**config.mk**
```make
export PLATFORM = sky130hd
export DESIGN_NAME = stopwatch_ctrl
export DESIGN_NICKNAME = d
export VERILOG_FILES = /design/src/rtl/stopwatch_ctrl.sv
export SDC_FILE = /design/constraint.sdc
export NUM_CORES = 1
export LEC_CHECK = 0
export CAP_MARGIN = 15
export CORE_MARGIN = 8
export CORE_UTILIZATION = 51
export CTS_BUF_LIST = sky130_fd_sc_hd__clkbuf_16
export DETAILED_ROUTE_END_ITERATION = 10
export PLACE_DENSITY_LB_ADDON = 0.05
export RECOVER_POWER = 25
export SYNTH_ARGS = -nofsm -noshare
export SYNTH_HDL_FRONTEND = slang
export SYNTH_SLANG_ARGS = --single-unit
```
**constraint.sdc**
```tcl
create_clock -name clk -period 2.87 [get_ports clk]
set_input_delay 0.861 -clock clk [delete_from_list [all_inputs] [get_ports clk]]
set_output_delay 0.861 -clock clk [all_outputs]
set_load 0.01 [all_outputs]
```
**src/rtl/stopwatch_ctrl.sv**
```systemverilog
// MM:SS stopwatch controller: run/pause FSM, BCD time counter and adjust mode.
// Optional digit blinking in adjust mode is built when STOPWATCH_BLINK_EN is defined.
module stopwatch_ctrl #(
   parameter int MIN_LIMIT     = 60,
   parameter bit START_RUNNING = 1'b0
) (
   input  logic       clk,
   input  logic       rst_n,
   input  logic       pause_pulse,
   input  logic       reset_pulse,
   input  logic       adj,
   input  logic       sel,
   input  logic       tick_1hz,
   input  logic       tick_2hz,
   input  logic       tick_blink,
   output logic [3:0] min_tens,
   output logic [3:0] min_ones,
   output logic [3:0] sec_tens,
   output logic [3:0] sec_ones,
   output logic       running,
   output logic [3:0] blank
);

   localparam logic [0:0] PAUSED = 1'b0;
   localparam logic [0:0] RUN    = 1'b1;

   localparam logic [3:0] MAX_MT = 4'((MIN_LIMIT - 1) / 10);
   localparam logic [3:0] MAX_MO = 4'((MIN_LIMIT - 1) % 10);

   logic       adj_q;
   logic       adj_s;
   logic       sel_q;
   logic       sel_s;

   logic [0:0] state_q;
   logic [0:0] state_d;

   logic [3:0] mt_q;
   logic [3:0] mo_q;
   logic [3:0] st_q;
   logic [3:0] so_q;
   logic [3:0] mt_d;
   logic [3:0] mo_d;
   logic [3:0] st_d;
   logic [3:0] so_d;

   logic       run_tick;
   logic       adj_sec;
   logic       adj_min;
   logic       sec_last;
   logic       min_last;
   logic       sec_step;
   logic       min_step;

   // Switches are raw and asynchronous; two flops before use.
   always_ff @(posedge clk or negedge rst_n) begin
      if (!rst_n) begin
         adj_q <= 1'b0;
         adj_s <= 1'b0;
         sel_q <= 1'b0;
         sel_s <= 1'b0;
      end else begin
         adj_q <= adj;
         adj_s <= adj_q;
         sel_q <= sel;
         sel_s <= sel_q;
      end
   end

   always_comb begin
      state_d = state_q;
      unique case (state_q)
         PAUSED:  if (pause_pulse) state_d = RUN;
         RUN:     if (pause_pulse) state_d = PAUSED;
         default: state_d = PAUSED;
      endcase
   end

   always_ff @(posedge clk or negedge rst_n) begin
      if (!rst_n) begin
         state_q <= START_RUNNING ? RUN : PAUSED;
      end else begin
         state_q <= state_d;
      end
   end

   assign sec_last = (st_q == 4'd5) && (so_q == 4'd9);
   assign min_last = (mt_q == MAX_MT) && (mo_q == MAX_MO);

   assign run_tick = (state_q == RUN) && !adj_s && tick_1hz;
   assign adj_sec  = adj_s && sel_s && tick_2hz;
   assign adj_min  = adj_s && !sel_s && tick_2hz;

   // Adjust increments one field only; minutes carry only from a run tick.
   assign sec_step = run_tick || adj_sec;
   assign min_step = (run_tick && sec_last) || adj_min;

   always_comb begin
      st_d = st_q;
      so_d = so_q;
      if (reset_pulse) begin
         st_d = 4'd0;
         so_d = 4'd0;
      end else if (sec_step) begin
         if (so_q == 4'd9) begin
            so_d = 4'd0;
            st_d = (st_q == 4'd5) ? 4'd0 : st_q + 4'd1;
         end else begin
            so_d = so_q + 4'd1;
         end
      end
   end

   always_comb begin
      mt_d = mt_q;
      mo_d = mo_q;
      if (reset_pulse) begin
         mt_d = 4'd0;
         mo_d = 4'd0;
      end else if (min_step) begin
         if (min_last) begin
            mt_d = 4'd0;
            mo_d = 4'd0;
         end else if (mo_q == 4'd9) begin
            mt_d = mt_q + 4'd1;
            mo_d = 4'd0;
         end else begin
            mo_d = mo_q + 4'd1;
         end
      end
   end

   always_ff @(posedge clk or negedge rst_n) begin
      if (!rst_n) begin
         mt_q <= 4'd0;
         mo_q <= 4'd0;
         st_q <= 4'd0;
         so_q <= 4'd0;
      end else begin
         mt_q <= mt_d;
         mo_q <= mo_d;
         st_q <= st_d;
         so_q <= so_d;
      end
   end

   assign min_tens = mt_q;
   assign min_ones = mo_q;
   assign sec_tens = st_q;
   assign sec_ones = so_q;
   assign running  = (state_q == RUN);

`ifdef STOPWATCH_BLINK_EN
   logic       phase_q;
   logic       phase_d;
   logic [3:0] blank_q;
   logic [3:0] blank_d;

   // Mask follows the new phase so blank and phase change on the same edge.
   always_comb begin
      phase_d = adj_s ? (phase_q ^ tick_blink) : 1'b0;
      blank_d = 4'b0000;
      if (phase_d) begin
         blank_d = sel_s ? 4'b0011 : 4'b1100;
      end
   end

   always_ff @(posedge clk or negedge rst_n) begin
      if (!rst_n) begin
         phase_q <= 1'b0;
         blank_q <= 4'b0000;
      end else begin
         phase_q <= phase_d;
         blank_q <= blank_d;
      end
   end

   assign blank = blank_q;
`else
   logic unused_blink;

   assign unused_blink = tick_blink;
   assign blank        = 4'b0000;
`endif

endmodule

```
# Yosys cells after proc, flatten, opt, wreduce, memory -nomap -nowiden
# Cells that the tools add are included.
[op_classes] n_eq_ne=4 addsub=4 bitwise_logic=1 reduce_logical=19 mux=18
[ops] operator="$mux W4" n=15
[ops] operator="$add A4 B1 Y4 const B" n=4
[ops] operator="$logic_and A1 B1 Y1" n=9
[ops] operator="$eq A4 B3 Y1 const B" n=2
[ops] operator="$eq A4 B4 Y1 const B" n=2
[ops] operator="$reduce_bool A2 Y1" n=3
[ops] operator="$reduce_and A2 Y1" n=2
[ops] operator="$reduce_bool A3 Y1" n=1
[ops] operator="$logic_not A1 Y1" n=2
[ops] operator="$logic_or A1 B1 Y1" n=2
[ops] operator="$mux W1" n=2
[ops] operator="$pmux W1 S2" n=1
[ops] operator="$not A1 Y1" n=1
[totals] regBits=21 word_cells=55 in_bits=9 output_inout_bits=21

# Depth between registers and ports, before layout
[logic_depth] ltp_word=7 mapped_depth=7 depth_no_buf=6

# Worst setup path after synthesis
# OpenSTA, ideal clock, no wires.
[synth_path] kind="input to register" from="input reset_pulse" to="register st_q[3] (netlist: sec_tens[3])" arrival_time_ns=1.911 stages=4 path_buffers=1 setup_ns=0.095 required_time_ns=2.775 path_slack_ns=0.864 path_cell_list="buf_2 -> and3b_1 -> or4_4 -> o31ai_1"
[synth_via] elab_chain_cells=2 word_cells_on_any_way=4 cone_classes="1 x mux; 3 x reduce/logical"
[synth_rtl] element="from (decl)" line_no="10" text="input logic reset_pulse,"
[synth_rtl] element="$reduce_bool A2 Y1 (no line)"
[synth_rtl] element="$reduce_and A2 Y1 (no line)"
[synth_rtl] element="to (signal assigned)" line_no="142" text="st_q <= st_d;"
[synth_rtl] element="to (decl)" line_no="40" text="logic [3:0] st_q;"
# Parallel ways exist; a longest one is shown, timed or not.
# A chain may end at the register's enable or synchronous reset.

# Worst setup path in the final report
[layout_path] from="input tick_1hz" to="register mt_q[1] (netlist: min_tens[1])"
[layout_via] elab_chain_cells=5
[layout_rtl] element="from (decl)" line_no="13" text="input logic tick_1hz,"
[layout_rtl] element="$logic_and A1 B1 Y1" line_no="90" text="assign run_tick = (state_q == RUN) && !adj_s && tick_1hz;"
[layout_rtl] element="$logic_and A1 B1 Y1" line_no="96" text="assign min_step = (run_tick && sec_last) || adj_min;"
[layout_rtl] element="$logic_or A1 B1 Y1" line_no="96"
[layout_rtl] element="$reduce_bool A2 Y1 (no line)"
[layout_rtl] element="$reduce_and A2 Y1 (no line)"
[layout_rtl] element="to (signal assigned)" line_no="140" text="mt_q <= mt_d;"
[layout_rtl] element="to (decl)" line_no="38" text="logic [3:0] mt_q;"
# Every way passes these cells.

==> metrics.yaml <==
critical-path-slowest-cell: "sky130_fd_sc_hd__or4_1"
unrepaired_setup_endpoints_after_global_routing: "no"
final-max-slew-violation-count: 0
cts_root_cell: "sky130_fd_sc_hd__clkbuf_16"
number_of_sinks_on_the_clock_net: 21
grt_start_max_net_pins: 22
worst-endpoint-arrival_ps: 2560
max-cap-violations: 0
netlist_area_sq_um: 1170
worst_slack_ps: 477
worstHoldStart: "sel_q$_DFF_PN0_"
finalHoldViolations: 0
max-clock-path-buffers: 2
largest_family_of_logic_cells_by_synthesized_area: "simple AND/OR/NAND/NOR gates"
ctsResizeCount: 0
drt_iter0_markers: 46
final.setup.tns_ps: 0
cts_tree: "built"
cp_cell_sequence: "clkdlybuf4s50_1, nand3b_4, o31a_1, or4_1, a21oi_1"
worstRegToRegCells: 6
power-per-cell-area_nw_per_um2: 541
cpPeakStageDelay_ps: 520
synthSimpleGateAreaFrac_pct: 23.4
drt.antenna.violating_nets: 0
outcome: "complete, no violations"
synth_xor_xnor_area_share_pct: 0.749
yosys.area.top_type_share_pct: 45.0
drive_gt1_share_pct: 5.59
first_global_vias: 930
yosys_warnings: 0
start_kind: "input pin"
ys_seq_elements: 21
worstPathRequired_ps: 3040
hpwlAfterDp_mm: 1.82
ys_async_sr_fraction_pct: 100
holdCritPathClass: "register to register"
cts-htree-levels: 1
detail_route.wirelength_mm: 2.38
reg2reg_from: "sec_ones[1]$_DFFE_PN0P_"
globalRouteOverflowTotal: 0
finalNetCount: 161
worstReg2RegEnd: "min_tens[1]$_DFFE_PN0P_"
die_w_um: 63.9
finalSetupViolations: 0
final.period_utilization_pct: 83.4
synth_seq_area_share_pct: 45.0
worstSkewPairLatency_ps: 250
gp_routability_congestion: 0.789
critical_path_peak_fanout: 13
worst_ir_drop_vdd_mv: 0.401
route.detailed.vias_per_inst: 5.51
die_height_um: 63.9
synth.cells.most_frequent: "sky130_fd_sc_hd__dfrtp_1 (21), sky130_fd_sc_hd__o21ai_0 (14), sky130_fd_sc_hd__ha_1 (8)"
proportion_of_synthesized_area_in_mux_cells_pct: 0.857
synthToLayoutAreaGrowth_pct: 28.9
post_synthesis_share_of_cell_area_spent_on_full_adders_half_adders_and_majority_gates_pct: 8.57
io_pins: 30
cts_made_buffers: 3
ff2ff_setup_slack_ps: 950
number_of_enable_type_register_cells_in_the_synthesized_netlist: 0
postCtsSetupRepairBufs: 0
track_usage_pct: 12.0
cts_hold_buf: 0
post_dr_wirelength_cell_um: 13.9
port_bufs: 24
start_util_pct: 53.3
path_class: "input pin to register"
setup_slack_at_placement_ps: 225
syn_area_per_cell_sq_um: 10.1
fp.dieArea_sq_um: 4080
num_rows: 17
core_area_sq_um: 2190
synth_top_flop_cell: "sky130_fd_sc_hd__dfrtp_1"
hold-path-cell-count: 0
synth_cells: 116
yosysMostFrequentCell: "sky130_fd_sc_hd__dfrtp_1"
fillers: 176
fin_worst_skew_ps: 1.75
firstDrtPassIters: 4
end_kind: "register"
routed-via-count: 942
timing_worst_slew_pin_value_ps: 1110
synth-compound-area-share_pct: 14.9
relSlewSlack_pct: 25.8
netlist.top_cell.by_area: "sky130_fd_sc_hd__dfrtp_1"
antenna_found_initial: 0
maxClockFrequency_mhz: 418
post_synth_main_area_contributors: "sky130_fd_sc_hd__dfrtp_1 (45%), sky130_fd_sc_hd__ha_1 (8.6%), sky130_fd_sc_hd__o21ai_0 (6.0%), sky130_fd_sc_hd__o31ai_1 (3.9%), sky130_fd_sc_hd__a21oi_1 (3.0%)"
leakage_nw: 0.631
clkSlewWorstSetupHoldPaths_ps: 50
route.detailed.drc: 0
grt_pass1_wl_mm: 4.08
final_period_minus_worst_setup_slack_ps: 2390
whs_endpoint: "sel_s$_DFF_PN0_"
diodes: 0
yosysUniqueCellTypes: 32
how the worst max path moves through the flow:
stage,depth (start not counted),startpoint,end
5_1_grt,5,tick_1hz,min_tens[1]$_DFFE_PN0P_
2_1_floorplan,4,reset_pulse,sec_tens[3]$_DFFE_PN0P_
6_report,5,tick_1hz,min_tens[1]$_DFFE_PN0P_
3_5_place_dp,5,tick_1hz,min_tens[1]$_DFFE_PN0P_
3_3_place_gp,5,tick_1hz,min_tens[1]$_DFFE_PN0P_
4_1_cts,5,tick_1hz,min_tens[1]$_DFFE_PN0P_
registers in the layout, indices dropped and copies added (netlist names):
name,flops
sel_s,1
min_ones,4
adj_q,1
sel_q,1
min_tens,4
sec_tens,4
sec_ones,4
adj_s,1
running,1
layout make-up:
type / count / area (sq um) / share of cell area, %
clock inverter: 1 / 3.75 / 0.249
clock buffer: 3 / 75.1 / 4.98
inverter: 5 / 18.8 / 1.25
timing repair buffer: 28 / 267 / 17.7
tap: 28 / 35.0 / 2.33
multi-input combinational: 85 / 582 / 38.6
sequential: 21 / 526 / 34.9
critical path: cells and delay by family:
family | cells | cell delay (ps)
AND/OR/NAND/NOR | 2 | 610
AO/OA/AOI/OAI | 2 | 580
buffers and inverters | 1 | 510
report_power, final:
group | leakage [nW] | total, mW | internal (mW) | switching (mW)
Combinational | 0.311 | 0.170 | 0.0931 | 0.0772
Clock | 0.0423 | 0.280 | 0.185 | 0.0946
Sequential | 0.277 | 0.365 | 0.326 | 0.0384
Total | 0.631 | 0.815 | 0.604 | 0.210
kinds of logic (layout without fill, tap and decap cells):
| kind of cell | after synthesis | in the layout |
|---|---|---|
| xor gates and xnor gates | 1 | 1 |
| buffers and inverters | 13 | 37 |
| DFF | 21 | 21 |
| AOI/OAI and AO/OA | 30 | 30 |
| muxes | 1 | 1 |
| and+or+nand+nor | 41 | 41 |
| other | 1 | 4 |
| adders and majority gates | 8 | 8 |
cells in the final DEF, fill, tap and decap left out, types with 2 or more instances in the layout:
| master | count |
|---|---|
| sky130_fd_sc_hd__conb_1 | 4 |
| sky130_fd_sc_hd__clkbuf_16 | 3 |
| sky130_fd_sc_hd__nand3_1 | 4 |
| sky130_fd_sc_hd__and3b_1 | 4 |
| sky130_fd_sc_hd__ha_1 | 8 |
| sky130_fd_sc_hd__nand2_1 | 6 |
| sky130_fd_sc_hd__or3_1 | 3 |
| sky130_fd_sc_hd__buf_4 | 3 |
| sky130_fd_sc_hd__inv_1 | 6 |
| sky130_fd_sc_hd__clkdlybuf4s50_1 | 21 |
| sky130_fd_sc_hd__o31ai_1 | 6 |
| sky130_fd_sc_hd__dlygate4sd3_1 | 3 |
| sky130_fd_sc_hd__nand2b_1 | 3 |
| sky130_fd_sc_hd__dfrtp_1 | 21 |
| sky130_fd_sc_hd__a21oi_1 | 7 |
| sky130_fd_sc_hd__or4_1 | 4 |
| sky130_fd_sc_hd__o21ai_0 | 14 |
| sky130_fd_sc_hd__nand3b_1 | 4 |
| sky130_fd_sc_hd__nor3_1 | 2 |
| sky130_fd_sc_hd__nor2_1 | 2 |
| sky130_fd_sc_hd__nor3b_1 | 3 |
per-layer routing:
layer,vias to the layer above,global-route usage (%),wire [um]
li1,469,-,-
met2,20,20.3,1210
met3,2,2.96,121
met4,0,5.01,16
met5,-,0,0
met1,451,14.0,1020
through the flow:
step           util [%]  std cells  hold WS, ps  area [sq um]  total power [mW]
2_1_floorplan         -        119          331          1180             0.451
3_3_place_gp       65.3        167          333          1430             0.537
3_5_place_dp       65.3        167          337          1430             0.544
4_1_cts            68.9        171          350          1510             0.828
5_1_grt            68.8        171          370          1510             0.866
6_report           68.8        171          347          1510             0.815
Note: power is estimated with default switching activity, not from simulation.
